<file path="src/rtl/seq_muldiv.sv">
// seq_muldiv: iterative signed multiply (radix-2 Booth) / divide (non-restoring) unit.
// Define DIV_ZERO_TRAP_EN to end a divide by zero after one cycle with div_zero raised.
module seq_muldiv #(
  parameter int         WIDTH  = 32,
  parameter logic [4:0] MUL_OP = 5'b01111,
  parameter logic [4:0] DIV_OP = 5'b10000
) (
  input  logic               clk,
  input  logic               clr_n,
  input  logic               start,
  input  logic [4:0]         opcode,
  input  logic [WIDTH-1:0]   A,
  input  logic [WIDTH-1:0]   B,
  output logic               busy,
  output logic               done,
  output logic [2*WIDTH-1:0] result,
  output logic               div_zero
);
  localparam int CW = $clog2(WIDTH) + 1;
  typedef enum logic [2:0] {IDLE, MUL, DIV, FIX, DONE} state_t;
  state_t state, state_nx;
  // acc carries two guard bits so both Booth (-min) and the shifted remainder fit
  logic [WIDTH+1:0] acc, m, booth_sum, r_sh, r_new;
  logic [WIDTH-1:0] q, a_reg, r_fix, qs, rs;
  logic [CW-1:0]    cnt;
  logic             qm1, sa, sb, accept, last, b_zero;
  assign accept    = start && (opcode == MUL_OP || opcode == DIV_OP);
  assign last      = cnt == CW'(WIDTH);
  assign b_zero    = m == '0;
  assign booth_sum = ({q[0], qm1} == 2'b01) ? acc + m : ({q[0], qm1} == 2'b10) ? acc - m : acc;
  assign r_sh      = {acc[WIDTH:0], q[WIDTH-1]};
  assign r_new     = acc[WIDTH+1] ? r_sh + m : r_sh - m;
  assign r_fix     = acc[WIDTH-1:0] + (acc[WIDTH+1] ? m[WIDTH-1:0] : '0);
  assign qs        = (sa ^ sb) ? -q : q;
  assign rs        = sa ? -r_fix : r_fix;
  always_comb begin
    state_nx = state;
    busy     = state != IDLE;
    done     = state == DONE;
    case (state)
      IDLE:    state_nx = !accept ? IDLE : (opcode == MUL_OP) ? MUL : DIV;
      MUL:     state_nx = last ? DONE : MUL;
`ifdef DIV_ZERO_TRAP_EN
      DIV:     state_nx = b_zero ? DONE : last ? FIX : DIV;
`else
      DIV:     state_nx = last ? FIX : DIV;
`endif
      FIX:     state_nx = DONE;
      default: state_nx = IDLE;
    endcase
  end
  always_ff @(posedge clk or negedge clr_n) begin
    if (!clr_n) begin
      state  <= IDLE;
      acc    <= '0;
      m      <= '0;
      q      <= '0;
      qm1    <= 1'b0;
      a_reg  <= '0;
      sa     <= 1'b0;
      sb     <= 1'b0;
      cnt    <= '0;
      result <= '0;
    end else begin
      state <= state_nx;
      case (state)
        IDLE: if (accept) begin
          a_reg <= A;
          sa    <= A[WIDTH-1];
          sb    <= B[WIDTH-1];
          acc   <= '0;
          qm1   <= 1'b0;
          cnt   <= '0;
          q     <= (opcode == MUL_OP) ? B : (A[WIDTH-1] ? -A : A);
          m     <= (opcode == MUL_OP) ? {{2{A[WIDTH-1]}}, A} : {2'b00, B[WIDTH-1] ? -B : B};
        end
        MUL: if (last) result <= {acc[WIDTH-1:0], q};
        else begin
          acc <= {booth_sum[WIDTH+1], booth_sum[WIDTH+1:1]};
          q   <= {booth_sum[0], q[WIDTH-1:1]};
          qm1 <= q[0];
          cnt <= cnt + 1'b1;
        end
        DIV:
`ifdef DIV_ZERO_TRAP_EN
          if (b_zero) result <= {a_reg, {WIDTH{1'b1}}};
          else
`endif
          if (!last) begin
            acc <= r_new;
            q   <= {q[WIDTH-2:0], ~r_new[WIDTH+1]};
            cnt <= cnt + 1'b1;
          end
        FIX: result <= b_zero ? {a_reg, {WIDTH{1'b1}}} : {rs, qs};
        default: ;
      endcase
    end
  end
`ifdef DIV_ZERO_TRAP_EN
  always_ff @(posedge clk or negedge clr_n) begin
    if (!clr_n) div_zero <= 1'b0;
    else if (state == IDLE && accept) div_zero <= 1'b0;
    else if (state == DIV && b_zero) div_zero <= 1'b1;
  end
`else
  assign div_zero = 1'b0;
`endif
endmodule

</file>
<file path="config.mk">
export PLATFORM = sky130hd
export DESIGN_NAME = seq_muldiv
export DESIGN_NICKNAME = d
export VERILOG_FILES = /design/src/rtl/seq_muldiv.sv
export SDC_FILE = /design/constraint.sdc
export NUM_CORES = 1
export LEC_CHECK = 0
export CAP_MARGIN = 20
export CORE_MARGIN = 5
export CORE_UTILIZATION = 55
export DETAILED_ROUTE_END_ITERATION = 10
export HOLD_SLACK_MARGIN = 0.1
export PLACE_DENSITY = 0.75
export RECOVER_POWER = 100
export SLEW_MARGIN = 20
export SYNTH_ARGS = -nofsm -noshare
export SYNTH_HDL_FRONTEND = slang
export SYNTH_SLANG_ARGS = --single-unit
</file>
<file path="constraint.sdc">
create_clock -name clk -period 4.8 [get_ports clk]
set_input_delay 1.44 -clock clk [delete_from_list [all_inputs] [get_ports clk]]
set_output_delay 1.44 -clock clk [all_outputs]
set_load 0.02 [all_outputs]
</file>
Word level (Yosys, flattened, before mapping)
Cells that the tools add are included.

operators by class
  $add $sub $neg = 10
  multipliers = 0
  divide/modulo/power cells = 0
  magnitude comparators = 0
  equal/unequal tests = 14
  shift-type cells = 0
  mux-type cells = 32
  bitwise operators = 2
  reduce and logical (&&, ||, !) cells = 15

operators with widths
  cell                                           number
  2-to-1 mux 32 bit                              9
  2-to-1 mux 34 bit                              7
  2-to-1 mux 64 bit                              2
  negation 32 bit                                4
  one-hot mux 64 bit (2 select lines)            1
  one-hot mux 34 bit (3 select lines)            1
  one-hot mux 32 bit (3 select lines)            1
  adder 34 bit                                   2
  subtractor 34 bit                              2
  zero test 34 bit                               1
  adder 32 bit                                   1
  2-to-1 mux 6 bit                               2
  one-hot mux 3 bit (4 select lines)             1
  one-hot mux 6 bit (2 select lines)             1
  != test 2 bit, second input constant           5
  adder 6 x 1 -> 6 bit, second input constant    1
  == test 3 x 2 -> 1 bit, second input constant  2
  == test 6 bit, second input constant           1
  AND reduction 3 bit                            2
  nonzero test 2 bit                             3
  nonzero test 3 bit                             2
  == test 5 x 4 -> 1 bit, second input constant  1
  == test 5 bit, second input constant           1
  2-to-1 mux 2 bit                               2
  other kinds (15)                               18

storage, ports and cells
  register bits after elaboration = 208
  latch bits = 0
  RAM bits = 0
  ROM bits = 0
  output and inout port bits = 67
  logic and storage cells = 83
  memories kept = 0

Longest topological paths before layout
Gate-level depths: netlist of run 1.

  depth after elaboration = 6
  mapped depth = 20
  gate-level depth less buffers = 19

Least setup slack after synthesis of run 1
No wires, ideal clock.

  path kind = reg-to-reg
  start point = register acc[33]
  end point = register result[62]
  arrival = 4.096 ns
  required time = 4.663 ns
  slack = 0.567 ns
  stages on the path, launching flop included = 17
  clock period less this slack = 4.233 ns
  cells stage by stage = dfrtp_1 clkbuf_1 clkinv_1 clkbuf_1 nor2_1 ha_1 fa_1 a21o_2 a221o_2 a2111oi_4 nor3_1 a221oi_4 nand4_1 or4b_4 o41ai_2 xnor2_1 a21oi_1

on the way
  word-level cells in the longest chain between the ends = 6

ends and longest elaborated chain
  item                                   RTL line  source
  from (decl)                            23        logic [WIDTH+1:0] acc, m, booth_sum, r_sh, r_new;
  from (signal assigned)                 79        acc <= {booth_sum[WIDTH+1], booth_sum[WIDTH+1:1]};
  from (signal assigned)                 90        acc <= r_new;
  2-to-1 mux 32 bit *                    33        assign r_fix = acc[WIDTH-1:0] + (acc[WIDTH+1] ? m[WIDTH-1:0] : '0);
  adder 32 bit *                         33
  negation 32 bit                        35        assign rs = sa ? -r_fix : r_fix;
  2-to-1 mux 32 bit *                    35
  2-to-1 mux 64 bit *                    94        FIX: result <= b_zero ? {a_reg, {WIDTH{1'b1}}} : {rs, qs};
  one-hot mux 64 bit (2 select lines) *  66        case (state)
  to (signal assigned)                   77        MUL: if (last) result <= {acc[WIDTH-1:0], q};
  to (signal assigned)                   94
  to (decl)                              16        output logic [2*WIDTH-1:0] result,

Every way passes the cells marked *; elsewhere a longest branch is shown, timed or not.
A chain may end at the register's enable or synchronous reset.

Worst setup path in the final report of run 1
  start point = input opcode[0]
  end point = register a_reg[6]

on the way
  word-level cells in the longest chain between the ends = 4
  elaborated cells on any way between the ends = 5
  classes of those cells = 2 x eq/ne; 3 x reduce/logical

ends and longest elaborated chain
  item                                                     RTL line  source
  from (decl)                                              11        input logic [4:0] opcode,
  == test 5 x 4 -> 1 bit or == test 5 bit (tied branches)  27        assign accept = start && (opcode == MUL_OP || opcode == DIV_OP);
  logical OR 1 bit *                                       27
  logical AND 1 bit *                                      27
  AND reduction 2 bit (no source line) *                   -
  to (signal assigned)                                     59        a_reg <= '0;
  to (signal assigned)                                     68        a_reg <= A;
  to (decl)                                                24        logic [WIDTH-1:0] q, a_reg, r_fix, qs, rs;

Marked as above.

==> impl_results.md, run 1 <==
* Status: finished, violations left
* Violated checks: max-capacitance violations, max-slew violations
* Crit path launch type: primary input
* Pre-CTS WS at -0.06758 ns
* Peak supply drop at 391.2 uV
* Nets at 3028
* Layout cells sized above 1 at about 6.6%
* Detail Placement HPWL at 57.32 mm
* Die H at a little over 200 um
* Worst Path Required at 5.22 ns
* Hold_buf cts at 0
* I/O Buffers at 137
* Routed length per placed instance at approximately 22 um
* Register area at 5155 um^2
* Total track usage at between 30% and 40%
* Fillers at 3353
* Worst skew pair latency at 0.54 ns
* Clock Path Buffers at 3
* Max Clock Freq at 0.2162 GHz
* Largest registers: result x64, acc x34, m x33
* Vias at 21640
* Crit. End Element: register
* Mapped Cells at 2743
* Post-CTS sizing at 0
* Seq cells post-synth at 206
* DRT iter0 DRCs at ~2300
* Vias in the first global route at 20410
* Initial core utilization at 55.60%
* Via/cell ratio at 6.478
* Post-synth EDFFs at 0
* Initial antenna violation count at 0
* Final setup viols at 0
* WL final at 73.78 mm
* Finished Layout Cells at about 3300
* Area of the multi-input gates at 14710 um^2
* Commonest non-fill, non-tap cell in the layout: nor2_1
* Post-synth net total at 2957
* Placed insts at 3300
* Slew headroom at -43.80%
* Antenna cells at 0
* Synth Cell Area at 20890 um^2
* GP Congestion at 1.057
* H-tree depth at 1
* WP data arrival at 5.04 ns
* Async S/R FF share, synth at 100.0%
* Commonest non-fill, non-tap cells in the layout: nor2_1 (294), nand2_1 (293), a21oi_1 (245), o21ai_0 (227), dfrtp_1 (206)
* Worst min-delay path class: register to register
* Min cycle time layout at 4.625 ns
* CTS tree: yes
* DRC viols at 0
* Fin crit share at a little over nine tenths
* CP max FO at 54
* Clock Skews at about 0.014 ns
* Die area at ~42000 um^2
* Synth area leaders: dfrtp_1 (25%), ha_1 (8.3%), a21oi_1 (5.9%)
* Core area at ~38000 um^2
* IO Count at 139
* Antenna Violating Nets Remaining at 0
* Yosys warns at 0
* Synth Area per Inst at roughly 7.6 um^2
* Synth Flop Type: dfrtp_1
* Slew Limit Fails at 142
* Largest register FFs at 64
* Slew @ Worst Pin at between 2 and 2.5 ns
* Final core occ at ~63%
* Pre-antenna DRT Iters at 6
* Register area share after synthesis at 24.67%
* Reg clk slew, reported paths at roughly 0.060 ns
* PD cells at 795.8 nW/um^2
* First-pass GRT wire length at approximately 110 mm
* CP Class: primary input to register
* Leakage at 9.937 nW
* Area leader, netlist: dfrtp_1
* Global route total overflow at 0
* Area Growth Syn to Fin at 12.89%
* CTS buffer count at 23
* Max_cap viols at 2
* Synth cell types at between 90 and 100
* Largest net degree at the start of global routing at 84
* Row cnt at 71
* CTS Sinks at 206
* Die Wd at 204.9 um
* Reg with most FFs: result
* Root Buffer: clkbuf_16
* Fin. Hold Viols at 0
* Final worst slack at 0.1745 ns
* Top cell type's share of synthesized area at ~25%
* Post-CTS Repair Setup Buffers at 0
[metal layers]
metal,GRT usage (%),up-vias,share of wire [%]
li1,-,10120,-
met1,47.52,10310,43
met2,53.80,1063,44
met3,6.490,142,9.2
met4,10.77,0,3.5
met5,0,-,0
[stage by stage]
stage / instance area (um^2) / TNS [ns] / total power [mW] / hold WS [ns]
global placement: 22940 / -0.1723 / 16.40 / 0.4727
finish: 23590 / 0 / 18.77 / 0.5027
detailed placement: 22950 / -0.1306 / 16.69 / 0.4796
global route: 23590 / -0.02703 / 20.09 / 0.5212
floorplan: 20890 / 0 / 12.80 / 0.4458
CTS: 23680 / 0 / 18.57 / 0.5015
[worst max-delay path, stage by stage]
cell and delay, ns:
dlygate4sd3_1 0.56, nor4_1 0.07, and2_0 0.15, o21ai_0 0.15, clkbuf_1 0.37, or2_0 0.96, clkbuf_2 0.89, mux2_2 0.41
[report_power, final]
part           total (mW)  switching, mW  internal, mW
Combinational        13.3           8.04          5.26
Sequential           3.69           1.16          2.52
Clock                1.78          0.779         0.996
[Yosys cell counts, types with 7 or more instances]
cell type / instances
a21oi_1: 245
nor3_1: 54
a2111oi_0: 10
a211o_1: 8
o221ai_1: 14
nor2b_1: 26
buf_1: 8
o21bai_1: 22
o21a_1: 21
nor4_1: 21
ha_1: 138
clkbuf_1: 157
o31ai_1: 47
o22ai_1: 15
o2111ai_1: 8
a211oi_1: 47
or4_1: 13
dfrtp_1: 206
o21ai_0: 226
a41oi_1: 7
nand2b_1: 11
a22oi_1: 8
inv_1: 100
a221oi_1: 48
o211ai_1: 18
nand2_1: 293
mux2i_1: 20
or2_2: 11
mux2_2: 35
nand4_1: 27
buf_2: 7
o41ai_1: 15
nor2_1: 294
and3_1: 19
a31oi_1: 46
a21o_1: 42
xnor2_1: 132
xor2_1: 106
nand3_1: 45
or3_1: 23
and2_1: 19
[final timing paths]
check | startpoint | endpoint | slack, ns | cells after the start
max in group asynchronous | clr_n | acc[11]$_DFFE_PN0P_ | 0.82 | 2
setup / recovery | opcode[0] | a_reg[6]$_DFFE_PN0P_ | 0.17 | 8
hold / removal | a_reg[16]$_DFFE_PN0P_ | a_reg[16]$_DFFE_PN0P_ | 0.50 | 1
setup reg to reg | m[2]$_DFFE_PN0P_ | acc[30]$_DFFE_PN0P_ | 0.22 | 16
min in group asynchronous | clr_n | result[12]$_DFFE_PN0P_ | 1.51 | 1
hold reg to reg | a_reg[16]$_DFFE_PN0P_ | a_reg[16]$_DFFE_PN0P_ | 0.50 | 1
[cell families after synthesis]
kind of cell / Yosys count / share of synthesized area, %
AND/OR/NAND/NOR: 891 / 19.56
other: 1 / 0.01795
XOR/XNOR: 239 / 10.05
AO/OA/AOI/OAI: 931 / 29.14
adder cells (fa/ha/maj): 142 / 8.647
buffers and inverters: 278 / 5.060
multiplexers: 55 / 2.844
flip-flops: 206 / 24.67
[cell type report]
type / instances / area share (%)
well taps: 511 / 2.711
inverters: 104 / 1.655
multi-input cells: 2259 / 62.38
repair buffers: 220 / 8.286
clock buffers: 28 / 2.690
flip-flops and latches: 206 / 21.86
clock inverters: 12 / 0.4191
Note: power is estimated with default switching activity, not from simulation.
==> inputs of run 2 (changes only) <==
--- a/config.mk
+++ b/config.mk
@@ -12,6 +12,7 @@
 export HOLD_SLACK_MARGIN = 0.1
 export PLACE_DENSITY = 0.75
 export RECOVER_POWER = 100
+export REMOVE_ABC_BUFFERS = 1
 export SLEW_MARGIN = 20
 export SYNTH_ARGS = -nofsm -noshare
 export SYNTH_HDL_FRONTEND = slang
==> run 2 against run 1 <==
Compared with the run above:
- the run still ends with max-capacitance violations, max-slew violations left
- power is 5.9% higher
- clock power is 17% higher
- via count is 1.3% higher
- critical path type is now register to register
- critical path depth is 14 higher
- combinational power is 8% higher
- global-route usage is 1.9 points higher
- largest power group unchanged
==> impl_results.md, run 2 (synthesized netlist as in run 1, its figures left out) <==
* Status: finished, violations left
* Violated checks: max-capacitance violations, max-slew violations
* Pre-antenna DRT Iters at 6
* Crit path launch type: register
* Nets at 3053
* CTS Sinks at 206
* Reg with most FFs: result
* H-tree depth at 1
* Vias at between 20000 and 25000
* Slew @ Worst Pin at 2.939 ns
* Fin crit share at 95.82%
* Layout cells sized above 1 at 7.563%
* Area Growth Syn to Fin at 14.29%
* Vias in the first global route at 21180
* IO Count at 139
* DRT iter0 DRCs at 1914
* Die area at 41990 um^2
* Min cycle time layout at 4.599 ns
* Pre-CTS WS at -0.04540 ns
* CTS tree: yes
* Final worst slack at 0.2007 ns
* Largest register FFs at 64
* Via/cell ratio at 6.511
* Clock Path Buffers at 3
* Setup TNS Final at 0 ns
* Fillers at 3344
* Largest net degree at the start of global routing at 104
* Antenna Violating Nets Remaining at 0
* Overall power at 19.88 mW
* Initial core utilization at 55.60%
* Fin. Hold Viols at 0
* First-pass GRT wire length at 120.3 mm
* Die Wd at 204.9 um
* Worst Path Required at roughly 5.3 ns
* Total track usage at 35.97%
* Post-CTS Repair Setup Buffers at 0
* Commonest non-fill, non-tap cells in the layout: nor2_1 (294), nand2_1 (293), a21oi_1 (245), o21ai_0 (227), dfrtp_1 (206)
* I/O Buffers at 137
* Peak supply drop at 450.7 uV
* Final setup viols at 0
* Routed length per placed instance at ~23 um
* CTS buffer count at 25
* Clock Skews at 0.01414 ns
* RSZ-0062 raised after global routing: false
* Root Buffer: clkbuf_16
* Placed insts at 3323
* Worst skew pair latency at 0.54 ns
* Reg clk slew, reported paths at 0.07 ns
* DRC viols at 0
* Largest registers: result x64, acc x34, m x33
* Initial antenna violation count at 1
* Row cnt at 71
* Worst hold slack at 0.4871 ns
* Crit. End Element: register
* Core area at 37580 um^2
* Finished Layout Cells at 3368
* PD cells at 832.5 nW/um^2
* Die H at 204.9 um
* WL final at 77.52 mm
* CP max FO at 7
* Slew Limit Fails at 126
* Global route total overflow at 0
* Max Clock Freq at 0.2174 GHz
* WP data arrival at 5.08 ns
* Worst min-delay path class: register to register
* GP Congestion at 0.9998
* CP Class: register to register
* Detail Placement HPWL at about 60 mm
* Slew headroom at -95.92%
* Leakage at 10.10 nW
* Commonest non-fill, non-tap cell in the layout: nor2_1
* Max_cap viols at 2
-- run 2: metrics by stage --
stage | instance area (um^2) | utilization (%)
after floorplan | 20230 | -
after CTS | 23970 | 63.78
final | 23880 | 63.55
after global placement | 23090 | 61.44
after detailed placement | 23090 | 61.44
after global routing | 23880 | 63.54
-- run 2: worst max-delay path, cell delays in order (launching register included) --
cell and delay (ns):
dfrtp_1 0.38, inv_1 0.15, ha_1 0.22, nand4_1 0.15, nor2_1 0.32, clkbuf_1 0.25, nand2_1 0.11, nor2_1 0.12
nor2_1 0.06, xnor2_1 0.14, ha_1 0.38, a21o_1 0.19, a21o_1 0.18, a222oi_1 0.24, a21oi_1 0.12, a41o_1 0.25
a211o_1 0.30, a21oi_1 0.18, xor2_1 0.16, buf_4 0.17, nand2_1 0.06, a22oi_1 0.21, clkbuf_2 0.18
-- run 2: path summary, 6_finish.rpt --
path                                            from                    to  slack, ns  cells past startpoint
worst max-delay path                m[1]$_DFFE_PN0P_   acc[33]$_DFFE_PN0P_       0.20                     22
worst min-delay path            a_reg[1]$_DFFE_PN0P_  a_reg[1]$_DFFE_PN0P_       0.49                      2
worst max register to register      m[1]$_DFFE_PN0P_   acc[33]$_DFFE_PN0P_       0.20                     22
worst min register to register  a_reg[1]$_DFFE_PN0P_  a_reg[1]$_DFFE_PN0P_       0.49                      2
max in group asynchronous                      clr_n      q[5]$_DFFE_PN0P_       0.77                      2
min in group asynchronous                      clr_n   acc[30]$_DFFE_PN0P_       1.78                      1
-- run 2: power by group --
part,total (mW),leakage [nW],internal (mW),switching [mW]
clock network,2.09,0.420,1.24,0.847
registers,3.51,2.53,2.53,0.986
logic,14.3,7.15,5.35,8.93
-- run 2: per-layer routing --
metal  vias to the layer above  GRT usage [%]  wire length, um
li1                      10200              -                -
met5                         -              0               13
met1                     10460          50.27            32970
met4                         2          10.31             2403
met3                       152          8.865             8513
met2                      1119          55.61            33610
-- run 2: final cells by class --
cell class                 instances  area [um^2]  share of cell area (%)
antenna                            1        2.502                 0.01048
clock buffer                      27        643.1                   2.693
clock inverter                    17        235.2                  0.9851
inverter                         104        390.4                   1.635
multi-input combinational       2259        14690                   61.53
sequential                       206         5155                   21.59
tap                              511        639.4                   2.677
timing repair buffer             243         2121                   8.881
-- run 2: timing repair --
action | CTS | global route
gates resized for setup | 0 | 1
endpoints found under the setup margin | 0 | 1
endpoints found under the hold margin | 0 | 0
hold buffers | 0 | 0
